===== config.mk =====
export PLATFORM = sky130hd
export DESIGN_NAME = ascon_sequencer
export DESIGN_NICKNAME = d
export VERILOG_FILES = /design/src/rtl/ascon_pack.sv /design/src/rtl/ascon_round_cnt.sv /design/src/rtl/ascon_sequencer.sv
export SDC_FILE = /design/constraint.sdc
export NUM_CORES = 1
export LEC_CHECK = 0
export BUFFER_PORTS_ARGS = -buffer_cell sky130_fd_sc_hd__clkbuf_2
export CAP_MARGIN = 20
export CORE_UTILIZATION = 55
export CTS_BUF_LIST = sky130_fd_sc_hd__clkbuf_8
export DETAILED_ROUTE_END_ITERATION = 6
export GPL_TIMING_DRIVEN = 0
export PLACE_DENSITY = 0.79
export SLEW_MARGIN = 20
export SYNTH_ARGS = -nofsm -noshare
export SYNTH_HDL_FRONTEND = slang
export SYNTH_SLANG_ARGS = --single-unit

===== constraint.sdc =====
create_clock -name clock_i -period 4.05 [get_ports clock_i]
set_input_delay 0.2025 -clock clock_i [delete_from_list [all_inputs] [get_ports clock_i]]
set_output_delay 0.2025 -clock clock_i [all_outputs]
set_load 0.005 [all_outputs]

===== src/rtl/ascon_pack.sv =====
// Shared types and round-index constants for the ASCON-128 control sequencer.
package ascon_pack;

   typedef enum logic [2:0] {
      StIdle,
      StInit,
      StWaitAd,
      StAd,
      StWaitPt,
      StPt,
      StFinal,
      StDone
   } type_ctrl_state;

   localparam logic [3:0] ROUND_P12_START = 4'd0;
   localparam logic [3:0] ROUND_P6_START  = 4'd6;
   localparam logic [3:0] ROUND_LAST      = 4'd11;

endpackage


===== src/rtl/ascon_round_cnt.sv =====
// 4-bit permutation round counter; reloads to the p12 or p6 start index, otherwise counts up.
module ascon_round_cnt
   import ascon_pack::*;
(
   input  logic       clock_i,
   input  logic       reset_i,
   input  logic       load0_i,
   input  logic       load6_i,
   input  logic       inc_i,
   output logic [3:0] count_o
);

   logic [3:0] count_q, count_d;

   // Next-count selection: reload has priority over increment.
   always_comb begin
      count_d = count_q;
      if (load0_i) begin
         count_d = ROUND_P12_START;
      end else if (load6_i) begin
         count_d = ROUND_P6_START;
      end else if (inc_i) begin
         count_d = count_q + 4'd1;
      end
   end

   // Counter register with synchronous reset.
   always_ff @(posedge clock_i) begin
      if (reset_i) begin
         count_q <= ROUND_P12_START;
      end else begin
         count_q <= count_d;
      end
   end

   assign count_o = count_q;

endmodule


===== src/rtl/ascon_sequencer.sv =====
// Control FSM for the ASCON-128 datapath: p12 init, p6 per AD/PT block, p12 finalisation.
module ascon_sequencer
   import ascon_pack::*;
#(
   parameter int unsigned NB_AD_BLOCKS = 1,
   parameter int unsigned NB_PT_BLOCKS = 3
) (
   input  logic       clock_i,
   input  logic       reset_i,
   input  logic       start_i,
   input  logic       data_valid_i,
   output logic       data_ready_o,
   output logic [3:0] round_o,
   output logic [3:0] block_o,
   output logic       data_sel_o,
   output logic       en_reg_state_o,
   output logic       en_xor_data_begin_o,
   output logic       en_xor_key_begin_o,
   output logic       en_xor_key_end_o,
   output logic       en_xor_lsb_end_o,
   output logic       en_cipher_o,
   output logic       en_tag_o,
   output logic       cipher_valid_o,
   output logic       end_o
);

   localparam logic [3:0] AD_LAST = 4'(NB_AD_BLOCKS - 1);
   localparam logic [3:0] PT_LAST = 4'(NB_PT_BLOCKS - 1);

   type_ctrl_state state_q, state_d;
   logic [3:0]     round_q, block_q, block_d;
   logic           cnt_load0, cnt_load6, cnt_inc;
   logic           cipher_valid_q, end_q, end_d;

   ascon_round_cnt u_round_cnt (
      .clock_i (clock_i),
      .reset_i (reset_i),
      .load0_i (cnt_load0),
      .load6_i (cnt_load6),
      .inc_i   (cnt_inc),
      .count_o (round_q)
   );

   // Next-state, counter control and datapath enables from (state, round, block, data_valid_i).
   always_comb begin
      state_d             = state_q;
      block_d             = block_q;
      cnt_load0           = 1'b0;
      cnt_load6           = 1'b0;
      cnt_inc             = 1'b0;
      data_ready_o        = 1'b0;
      round_o             = round_q;
      data_sel_o          = 1'b0;
      en_reg_state_o      = 1'b0;
      en_xor_data_begin_o = 1'b0;
      en_xor_key_begin_o  = 1'b0;
      en_xor_key_end_o    = 1'b0;
      en_xor_lsb_end_o    = 1'b0;
      en_cipher_o         = 1'b0;
      en_tag_o            = 1'b0;
      end_d               = end_q;
      case (state_q)
         StIdle, StDone: begin
            if (start_i) begin
               state_d   = StInit;
               block_d   = 4'd0;
               cnt_load0 = 1'b1;
               end_d     = 1'b0;
            end
         end
         StInit: begin
            en_reg_state_o = 1'b1;
            data_sel_o     = (round_q == ROUND_P12_START);
            if (round_q == ROUND_LAST) begin
               en_xor_key_end_o = 1'b1;
               state_d          = StWaitAd;
               cnt_load6        = 1'b1;
            end else begin
               cnt_inc = 1'b1;
            end
         end
         StWaitAd: begin
            data_ready_o = 1'b1;
            // Counter already sits at 6; hide it until the handshake round.
            round_o      = data_valid_i ? round_q : 4'd0;
            if (data_valid_i) begin
               en_reg_state_o      = 1'b1;
               en_xor_data_begin_o = 1'b1;
               cnt_inc             = 1'b1;
               state_d             = StAd;
            end
         end
         StAd: begin
            en_reg_state_o = 1'b1;
            if (round_q == ROUND_LAST) begin
               if (block_q == AD_LAST) begin
                  en_xor_lsb_end_o = 1'b1;
                  block_d          = 4'd0;
                  state_d          = StWaitPt;
                  // A single PT block is also the last one: its handshake is final round 0.
                  cnt_load0        = (PT_LAST == 4'd0);
                  cnt_load6        = (PT_LAST != 4'd0);
               end else begin
                  block_d   = block_q + 4'd1;
                  state_d   = StWaitAd;
                  cnt_load6 = 1'b1;
               end
            end else begin
               cnt_inc = 1'b1;
            end
         end
         StWaitPt: begin
            data_ready_o = 1'b1;
            round_o      = data_valid_i ? round_q : 4'd0;
            if (data_valid_i) begin
               en_reg_state_o      = 1'b1;
               en_xor_data_begin_o = 1'b1;
               en_cipher_o         = 1'b1;
               cnt_inc             = 1'b1;
               if (block_q == PT_LAST) begin
                  en_xor_key_begin_o = 1'b1;
                  block_d            = 4'd0;
                  state_d            = StFinal;
               end else begin
                  state_d = StPt;
               end
            end
         end
         StPt: begin
            en_reg_state_o = 1'b1;
            if (round_q == ROUND_LAST) begin
               block_d   = block_q + 4'd1;
               state_d   = StWaitPt;
               cnt_load0 = ((block_q + 4'd1) == PT_LAST);
               cnt_load6 = ((block_q + 4'd1) != PT_LAST);
            end else begin
               cnt_inc = 1'b1;
            end
         end
         StFinal: begin
            en_reg_state_o = 1'b1;
            if (round_q == ROUND_LAST) begin
               en_xor_key_end_o = 1'b1;
               en_tag_o         = 1'b1;
               end_d            = 1'b1;
               state_d          = StDone;
               cnt_load0        = 1'b1;
            end else begin
               cnt_inc = 1'b1;
            end
         end
         default: begin
            state_d = StIdle;
         end
      endcase
   end

   // State, block counter and registered status flags.
   always_ff @(posedge clock_i) begin
      if (reset_i) begin
         state_q        <= StIdle;
         block_q        <= 4'd0;
         cipher_valid_q <= 1'b0;
         end_q          <= 1'b0;
      end else begin
         state_q        <= state_d;
         block_q        <= block_d;
         cipher_valid_q <= en_cipher_o;
         end_q          <= end_d;
      end
   end

   assign block_o        = block_q;
   assign cipher_valid_o = cipher_valid_q;
   assign end_o          = end_q;

endmodule


# Word level (Yosys, flattened, before mapping)
# Cells that the tools add are included.
dict set report word_totals {
  reg_bits 13
  inputBits 4
  output_inout_bits 19
  wordCells 89
}
dict set report classes {
  n_addsub 2
  eq_ne 19
  n_mux 46
  n_reduce_logical 16
}
# cell count
set ops {}
lappend ops {{2-to-1 mux 4 bit} 8}
lappend ops {{2-to-1 mux 3 bit} 10}
lappend ops {{one-hot mux 3 bit (7 select lines)} 1}
lappend ops {{2-to-1 mux 1 bit} 20}
lappend ops {{inequality test 2 bit, second input constant} 8}
lappend ops {{one-hot mux 4 bit (4 select lines)} 1}
lappend ops {{equality test 3 bit, second input constant} 4}
lappend ops {{OR reduction 2 bit} 5}
lappend ops {{adder 4 x 1 -> 4 bit, second input constant} 2}
lappend ops {{equality test 4 x 2 -> 1 bit, second input constant} 2}
lappend ops {{logical NOT 4 bit} 2}
lappend ops {{one-hot mux 1 bit (2 select lines)} 4}
lappend ops {{AND reduction 7 bit} 1}
lappend ops {{equality test 3 x 2 -> 1 bit, second input constant} 2}
lappend ops {{AND reduction 6 bit} 1}
lappend ops {{equality test 4 bit, second input constant} 1}
lappend ops {{inequality test 4 x 2 -> 1 bit, second input constant} 1}
lappend ops {{nonzero test 2 bit} 2}
lappend ops {{nonzero test 4 bit} 1}
lappend ops {{OR reduction 4 bit} 1}
lappend ops {{equality test 3 x 1 -> 1 bit, second input constant} 1}
lappend ops {{logical NOT 3 bit} 1}
lappend ops {{one-hot mux 1 bit (3 select lines)} 1}
lappend ops {{AND reduction 3 bit} 1}
lappend ops {{2 further kinds} 2}

# Depth between registers and ports, before layout
# Gate-level depths: netlist (run 1).
dict set report depth {
  ltp_word 5
  ltp_mapped 7
  mapped_depth_nobuf 7
}

# By module
# From an unflattened synthesis (run 1), not the netlist that was laid out.
dict set report unflattened {
  hier_cells 134
  hier_area_um2 1099.8
}
# module n_inst cells_per_inst area_per_inst_um2 seq_area_each_um2
set by_module_without_submodules {}
lappend by_module_without_submodules {ascon_sequencer 1 117 903.4 180.2}
lappend by_module_without_submodules {ascon_round_cnt 1 17 196.4 80.1}

# Worst setup path before layout (run 1)
# OpenSTA, ideal clock, no wires.
dict set report synth_path {
  path_type {flip-flop to flip-flop}
  startpoint {reg block_q[0] (netlist: block_o[0])}
  endpoint {reg block_q[0] (netlist: block_o[0])}
  setup_time_ps 84
  arrival_time_ps 1699
  setup_slack_ps 2267
  stages_incl_launch_ff 8
  synth_period_minus_slack_ps 1783
  path_cell_list {dfxtp_1 -> inv_1 -> ha_1 -> or3b_4 -> o22ai_2 -> a32o_4 -> or3_1 -> o31ai_2}
}
dict set report synth_via {
  elab_chain_len 4
  elab_cells_between_ends 9
  classes_between {add/sub: 1; eq/ne: 2; mux: 4; reduce/logical: 2}
}
# item line
set synth_lines {}
lappend synth_lines {{from (decl)} ascon_sequencer.sv:31} ;# logic [3:0] round_q, block_q, block_d;
lappend synth_lines {{from (signal assigned)} ascon_sequencer.sv:167} ;# block_q <= block_d;
lappend synth_lines {{adder 4 x 1 -> 4 bit or logical NOT 4 bit (tied branches)} {ascon_sequencer.sv:104, ascon_sequencer.sv:132, ascon_sequencer.sv:96}}
lappend synth_lines {{2-to-1 mux 4 bit} ascon_sequencer.sv:96} ;# if (block_q == AD_LAST) begin
lappend synth_lines {{2-to-1 mux 4 bit} ascon_sequencer.sv:95} ;# if (round_q == ROUND_LAST) begin
lappend synth_lines {{one-hot mux 4 bit (4 select lines)} ascon_sequencer.sv:62} ;# case (state_q)
# Several ways; a longest one is shown, not always the timed one. The select of a mux whose other input is x is not followed.
# A chain may end at the register's enable or synchronous reset.

# Final worst setup path (run 1)
dict set report layout_path {
  startpoint {reg block_q[0] (netlist: block_o[0])}
  endpoint {out en_xor_lsb_end_o}
}
dict set report layout_via {
  elab_chain_len 4
}
# item line
set layout_lines {}
lappend layout_lines {{logical NOT 4 bit} ascon_sequencer.sv:96}
lappend layout_lines {{2-to-1 mux 1 bit} ascon_sequencer.sv:96}
lappend layout_lines {{2-to-1 mux 1 bit} ascon_sequencer.sv:95}
lappend layout_lines {{2-to-1 mux 1 bit} ascon_sequencer.sv:62}
lappend layout_lines {{to (decl)} ascon_sequencer.sv:20} ;# output logic en_xor_lsb_end_o,
# Every way passes these cells.

==> results of run 1 <==
-- sequential cells by signal (all words and copies together) (netlist names) --
signal / cells
state_q: 3
block_o: 4
cipher_valid_o: 1
end_o: 1
u_round_cnt.count_o: 4
-- power by group through the flow --
stage	Sequential [mW]	Clock, mW	Combinational [mW]
floorplan	0.134	0	0.0298
finish	0.132	0.119	0.0399
detailed placement	0.135	0	0.0396
global route	0.132	0.127	0.0441
global placement	0.135	0	0.0388
CTS	0.132	0.120	0.0399
-- routing by layer --
metal  vias up  routed length, µm  track usage (%)
li1        564                  -                -
met5         -                  0                0
met2        38               1400             46.2
met3         7                135             4.09
met4         0                 50             10.8
met1       551               1230             31.0
-- path summary, 6_finish.rpt --
kind                                start                       to  slack [ns]  depth (start not counted)
setup / recovery  block_o[0]$_SDFFE_PP0P_         en_xor_lsb_end_o        1.95                          6
hold / removal                    reset_i  block_o[0]$_SDFFE_PP0P_        0.27                          3
setup reg to reg  block_o[0]$_SDFFE_PP0P_  block_o[0]$_SDFFE_PP0P_        2.10                          7
hold reg to reg        end_o$_SDFFE_PP0P_       end_o$_SDFFE_PP0P_        0.48                          1
-- cell usage after synthesis (2+ instances only) --
| cell | count | area share, % |
|---|---|---|
| nor2b_1 | 3 | 1.6 |
| clkbuf_8 | 2 | 2.3 |
| a21oi_1 | 8 | 3.4 |
| nand2b_1 | 2 | 1.1 |
| nor3_1 | 3 | 1.3 |
| nand3_1 | 9 | 3.8 |
| inv_1 | 13 | 4.1 |
| nand2_1 | 12 | 3.8 |
| o21ai_0 | 4 | 1.7 |
| o21a_1 | 3 | 1.9 |
| buf_2 | 3 | 1.3 |
| a311oi_1 | 2 | 1.5 |
| ha_1 | 6 | 6.3 |
| dfxtp_1 | 13 | 22 |
| nor2_1 | 16 | 5.0 |
| xnor2_1 | 5 | 3.7 |
| or3_1 | 2 | 1.1 |
| a31oi_1 | 3 | 1.6 |
| buf_6 | 3 | 2.8 |
-- cell families after synthesis --
kind of cell / Yosys count
xor gates and xnor gates: 6
adders and majority gates: 6
and+or+nand+nor: 59
muxes: 2
DFF: 13
AOI/OAI and AO/OA: 38
buffers and inverters: 22
-- worst register-to-register path: cells and delay by family (launching register included) --
kind / cells / cell delay [ns]
AO/OA/AOI/OAI: 3 / 0.45
adder cells (fa/ha/maj): 1 / 0.21
buffers and inverters: 1 / 0.13
flip-flops: 1 / 0.50
AND/OR/NAND/NOR: 2 / 0.59
-- layout make-up --
type | count | area share [%]
well taps | 27 | 2.46
clock buffers | 3 | 3.00
plain buffers | 9 | 6.10
repair buffers | 21 | 7.64
inverters | 13 | 3.55
multi-input cells | 111 | 58.1
clock inverters | 1 | 0.273
flip-flops and latches | 13 | 18.9
-- per-stage QoR --
step,worst slack (ns),utilization (%)
floorplan,2.27,-
detailed placement,2.11,66.4
global placement,2.20,66.4
CTS,2.00,68.7
global route,1.85,68.7
finish,1.95,68.7
==> Implementation_results.wiki, run 1 <==
{| class="wikitable"
! Metric !! Value
|-
| Die outline height || 48.5 µm
|-
| Synthesis-to-finish area growth || 15.4%
|-
| Boundary pin count || 23
|-
| Final ANT Viol Nets || 0
|-
| Adder-cell share of the synthesized area || 6.30%
|-
| Peak Freq || 477 MHz
|-
| Most common cell after layout, fill and taps aside || clkbuf_2
|-
| Outcome || finished clean
|-
| Combinational family with the most area after synthesis || simple AND/OR/NAND/NOR gates
|-
| Final Wtd Congestion || 0.894
|-
| Skew-Pair Late Insertion Delay || 0.25 ns
|-
| Antenna diode count || 0
|-
| Number of iterations in the first detailed-routing pass || 4
|-
| Row count || 16
|-
| Fraction of power consumed by sequential logic || 45.4%
|-
| Clock Tree Root || clkbuf_8
|-
| Number of gates given a new drive strength after cts || 0
|-
| Total power divided by cell area || 211 nW/µm²
|-
| Pint || 214 µW
|-
| Critical Path Fanout Max || 8
|-
| Worst setup EP type || output pin
|-
| Mean instance size in the synthesized netlist || 8.16 µm²
|-
| Clock Skews || 0.00423 ns
|-
| Filler instances || 183
|-
| Fraction of final layout cells sized beyond drive strength 1 || 28.7%
|-
| Number of distinct library cell variants in the gate-level netlist after synthesis || 53
|-
| Power consumption || 291 µW
|-
| Number of instances in the placed design || 194
|-
| Global-route wire length before repair || 4.87 mm
|-
| Portion of total power attributed to combinational logic || 13.7%
|-
| Count of yosys warnings during synthesis || 0
|-
| Worst Max-Slew Pin Slew || 0.527 ns
|-
| Chip Width || 48.5 µm
|-
| Hold-fix buffers at CTS || 0
|-
| Main flop type after synthesis || dfxtp_1
|-
| Normalized max-slew margin || 64.8%
|-
| Post-synthesis mux area share || 2.10%
|-
| CP Launch Type || register
|-
| Total number of H-tree levels || 1
|-
| Instance area at placement || 1330 µm²
|-
| Total Nets Final || 182
|-
| Aggregate global-route resource usage || 26.0%
|-
| Path type of the worst min-delay path || input pin to register
|-
| Antenna violations before repair || 0
|-
| Data required time at the worst endpoint || 3.85 ns
|-
| Switching Share || 26.4%
|-
| Fraction of registers with async set/reset || 0%
|-
| Via count of the first global-routing pass || 1105
|-
| Buffers on Ports || 21
|-
| TritonCTS clock tree || done
|-
| Flip-flop and latch area || 260 µm²
|-
| CP bufs+invs || 2
|-
| RSZ-0062 raised after global routing || no
|-
| Cell Area, Synth || 1190 µm²
|-
| CTS sink cnt || 13
|-
| Xor-xnor portion of the synthesized cell area || 4.41%
|-
| Starting Density || 59.5%
|-
| Smallest hold slack || 0.268 ns
|-
| Detailed placer's ending HPWL || 2.09 mm
|-
| Critical-path top delay cell || nor3b_1
|-
| Footprint of the multi-input gates || 798 µm²
|-
| Vias || 1160
|-
| GRT overflow || 0
|-
| Number of buffers inserted during clock tree synthesis || 3
|-
| Highest cell delay on the worst timing path || 0.45 ns
|-
| Post-layout min period || 2.10 ns
|-
| Clk buf depth || 2
|-
| Clock share of power || 40.9%
|-
| Register bit total from synthesis || 13
|-
| Placeable core region || 2000 µm²
|-
| Share of the yosys chip area belonging to registers || 21.8%
|-
| Drt total wl || 2.81 mm
|-
| DIE AREA || 2360 µm²
|-
| Type of the setup path with the least slack || register to output pin
|-
| CP delay by family, top || simple AND/OR/NAND/NOR gates
|-
| Final-layout setup total negative slack || 0 ns
|-
| Share of the cycle needed by the critical path after routing || 51.7%
|-
| Max Slew Vio Count || 0
|-
| Max-cap violation count || 0
|-
| Detailed-route vias per instance || 5.86
|-
| Post-DR wirelength/cell || 14.2 µm
|-
| Number of synthesized flops with an enable pin || 0
|-
| Compound-gate portion of the synthesized area || 26.9%
|-
| Number of cells in the finished layout apart from fillers || 198
|-
| List of cells traversed by the critical path || inv_1, ha_1, nor3b_1, nand2_1, nor3_1, clkbuf_2
|-
| Starting DRC count in detailed routing || 40
|-
| Net Count, Synth || 156
|-
| Cell count after synthesis || 146
|-
| Post-synthesis simple-gate area fraction || 27.3%
|-
| Number of remaining DRC errors || 0
|-
| Worst ir drop on vdd || 0.151 mV
|-
| Area of all placed cells without fillers || 1380 µm²
|-
| Clk pin slew, worst setup/hold paths || 0.06 ns
|-
| Largest net degree at the start of global routing || 11
|-
| Hold violation total from the final report || 0
|-
| Critical path data arrival time || 1.89 ns
|-
| Final count of negative-setup-slack endpoints || 0
|-
| Lkg Pwr || 0.624 nW
|-
| Setup repair bufs after CTS || 0
|-
| Switching pwr || 76.6 µW
|-
| Commonest cells after routing, fill and taps aside || clkbuf_2, nor2_1, inv_1
|}
Power figures use the tool's default switching activity.
==> run 2, diff against run 1 <==
==> constraint.sdc (replaced) <==
create_clock -name clock_i -period 2.1 [get_ports clock_i]
set_input_delay 0.105 -clock clock_i [delete_from_list [all_inputs] [get_ports clock_i]]
set_output_delay 0.105 -clock clock_i [all_outputs]
set_load 0.005 [all_outputs]
==> run 2 against run 1 <==
- die area did not move
- routed wire length fell by 0.46%
- global-route usage did not move
- cell count did not move
- clock skew fell by 0.00061 ns
- via count fell by 1.0%
- critical path type is now register to register
- critical endpoint is now block_o[0]$_SDFFE_PP0P_
- largest cell class unchanged
- highest routed layer unchanged
==> Implementation_results.wiki, run 2 (synthesized netlist as in run 1, its figures left out) <==
{| class="wikitable"
! Metric !! Value
|-
| Detailed-route vias per instance || 5.80 (-1.0%)
|-
| Fraction of final layout cells sized beyond drive strength 1 || 29.2% (+0.58 points)
|-
| GRT overflow || 0 (unchanged)
|-
| Highest cell delay on the worst timing path || 0.49 ns (+0.04 ns)
|-
| Path type of the worst min-delay path || input pin to register
|-
| CTS sink cnt || 13 (unchanged)
|-
| Vias || 1148 (-1.0%)
|-
| Smallest hold slack || 0.168 ns (-0.0998 ns)
|-
| Setup repair bufs after CTS || 0 (unchanged)
|-
| Normalized max-slew margin || 78.1% (+13 points)
|-
| Worst reg-to-reg setup slack || 0.15 ns (-1.95 ns)
|-
| Buffers on Ports || 21 (unchanged)
|-
| Detailed placer's ending HPWL || 2.09 mm (unchanged)
|-
| Post-DR wirelength/cell || 14.1 µm (-0.46%)
|-
| Boundary pin count || 23 (unchanged)
|-
| Starting Density || 59.5% (unchanged)
|-
| Clock Tree Root || clkbuf_8
|-
| Max-cap violation count || 0 (unchanged)
|-
| Clk pin slew, worst setup/hold paths || 0.06 ns (about the same)
|-
| R2r endpoint || block_o[0]$_SDFFE_PP0P_
|-
| Row count || 16 (unchanged)
|-
| Number of iterations in the first detailed-routing pass || 4 (unchanged)
|-
| Share of the cycle needed by the critical path after routing || 92.9%
|-
| CP bufs+invs || 1 (-1)
|-
| CP Launch Type || register
|-
| List of cells traversed by the critical path || inv_1, ha_1, or3b_4, o22ai_2, a32o_4, or3_1, o31ai_2
|-
| Antenna violations before repair || 0 (unchanged)
|-
| Commonest cells after routing, fill and taps aside || clkbuf_2, nor2_1, inv_1
|-
| Final count of negative-setup-slack endpoints || 0 (unchanged)
|-
| Starting DRC count in detailed routing || 38 (-5.0%)
|-
| End point of the most critical hold path || block_o[0]$_SDFFE_PP0P_
|-
| Pre-CTS setup slack || 0.158 ns (-1.95 ns)
|-
| Skew-Pair Late Insertion Delay || 0.25 ns (about the same)
|-
| Routed length on met3 || 146 µm (+8.1%)
|-
| Post-layout min period || 1.95 ns
|-
| Outcome || finished clean
|-
| Critical Path Fanout Max || 8 (unchanged)
|-
| Clock share of power || 40.8% (about the same)
|-
| Final worst-path setup slack || 0.150 ns (-1.81 ns)
|-
| Number of buffers inserted during clock tree synthesis || 3 (unchanged)
|-
| Die outline height || 48.5 µm (unchanged)
|-
| Final Wtd Congestion || 0.894 (unchanged)
|-
| Switching Share || 26.3% (-0.071 points)
|-
| Number of remaining DRC errors || 0 (unchanged)
|-
| Post-layout utilization of the core || 68.9% (+0.25 points)
|-
| Total power divided by cell area || 406 nW/µm² (+92%)
|-
| Max Slew Vio Count || 0 (unchanged)
|-
| Source of the worst hold timing path || reset_i
|-
| Hold violation total from the final report || 0 (unchanged)
|-
| Drt total wl || 2.80 mm (-0.46%)
|-
| Chip Width || 48.5 µm (unchanged)
|-
| Lkg Pwr || 0.626 nW (+0.40%)
|-
| Type of the setup path with the least slack || register to register
|-
| Placeable core region || 2000 µm² (unchanged)
|-
| Number of gates given a new drive strength after cts || 0 (unchanged)
|-
| Hold-fix buffers at CTS || 0 (unchanged)
|-
| RSZ-0062 raised after global routing || no
|-
| Worst Max-Slew Pin Slew || 0.323 ns (-0.204 ns)
|-
| Total Nets Final || 182 (unchanged)
|-
| Aggregate global-route resource usage || 26.0% (unchanged)
|-
| CP delay by family, top || simple AND/OR/NAND/NOR gates
|-
| Data required time at the worst endpoint || 2.27 ns (-1.58 ns)
|-
| Portion of total power attributed to combinational logic || 13.8% (about the same)
|-
| Detailed-route wire length on metal 1 || 1.22 mm (-1.1%)
|-
| Clock Skews || 0.00362 ns (-0.000610 ns)
|-
| DIE AREA || 2360 µm² (unchanged)
|-
| Instance count on the critical path || 7 (+1)
|-
| Largest net degree at the start of global routing || 11 (unchanged)
|-
| Switching pwr || 147 µW (+92%)
|-
| Via count of the first global-routing pass || 1105 (unchanged)
|-
| Synthesis-to-finish area growth || 15.9%
|-
| Clk buf depth || 2 (unchanged)
|-
| Final ANT Viol Nets || 0 (unchanged)
|-
| Critical-path top delay cell || dfxtp_1
|-
| Power consumption || 560 µW (+93%)
|-
| Worst r2r src || block_o[0]$_SDFFE_PP0P_
|-
| Worst hold path depth || 3 (unchanged)
|-
| Pint || 413 µW (+93%)
|-
| Critical path data arrival time || 2.12 ns (+0.23 ns)
|-
| Highest metal layer used by the detailed router || met4
|-
| Most common cell after layout, fill and taps aside || clkbuf_2
|-
| Global-route wire length before repair || 4.87 mm (unchanged)
|-
| Filler instances || 180 (-1.6%)
|-
| Antenna diode count || 0 (unchanged)
|-
| Worst setup EP type || register
|-
| Fraction of power consumed by sequential logic || 45.4% (about the same)
|-
| Peak Freq || 513 MHz
|-
| Routed wire length on met2 || 1.38 mm (-0.79%)
|-
| Worst ir drop on vdd || 0.291 mV (+93%)
|-
| Final-layout setup total negative slack || 0 ns (unchanged)
|-
| Reg2reg path depth || 7 (unchanged)
|-
| TritonCTS clock tree || done
|-
| Total number of H-tree levels || 1 (unchanged)
|}
==> run 2: cell counts in the layout (fill, tap and decap cells not counted) <==
Identical to the previous run, type by type.
==> run 2: worst min-delay path: stages <==
cell and delay (ns):
clkbuf_2 0.10, or3_1 0.11, o31ai_2 0.06
==> run 2: per-layer routing <==
metal  GRT usage, %  vias up
li1               -      565
met1           31.0      541
met2           46.2       35
met3           4.09        7
met4           10.8        0
met5              0        -
==> run 2: through the flow <==
step | instances | instance area [µm²]
finish | 198 | 1380
global route | 198 | 1380
global placement | 194 | 1330
detailed placement | 194 | 1330
floorplan | 146 | 1190
CTS | 198 | 1380
==> run 2: how the worst max path moves through the flow <==
stage,start,to
final,block_o[0]$_SDFFE_PP0P_,block_o[0]$_SDFFE_PP0P_
after global routing,block_o[0]$_SDFFE_PP0P_,block_o[0]$_SDFFE_PP0P_
after CTS,block_o[0]$_SDFFE_PP0P_,block_o[0]$_SDFFE_PP0P_
after detailed placement,block_o[0]$_SDFFE_PP0P_,block_o[0]$_SDFFE_PP0P_
after global placement,block_o[0]$_SDFFE_PP0P_,block_o[0]$_SDFFE_PP0P_
after floorplan,block_o[0]$_SDFFE_PP0P_,block_o[0]$_SDFFE_PP0P_
==> run 2: power groups by stage <==
stage                     registers (mW)  logic, mW  clock network [mW]
after floorplan                    0.258     0.0575                   0
after global placement             0.260     0.0748                   0
after detailed placement           0.259     0.0763                   0
after CTS                          0.254     0.0769               0.231
after global routing               0.254     0.0851               0.245
final                              0.254     0.0770               0.229
==> run 2: cell type report <==
cell class                      count  area (µm²)  share of cell area (%)
Clock buffer                        3        41.3                    2.99
Buffer                              9        83.8                    6.07
Multi-Input combinational cell    111         803                    58.2
Tap cell                           27        33.8                    2.45
Sequential cell                    13         260                    18.9
Inverter                           13        48.8                    3.54
Clock inverter                      1        3.75                   0.272
Timing Repair Buffer               21         105                    7.62
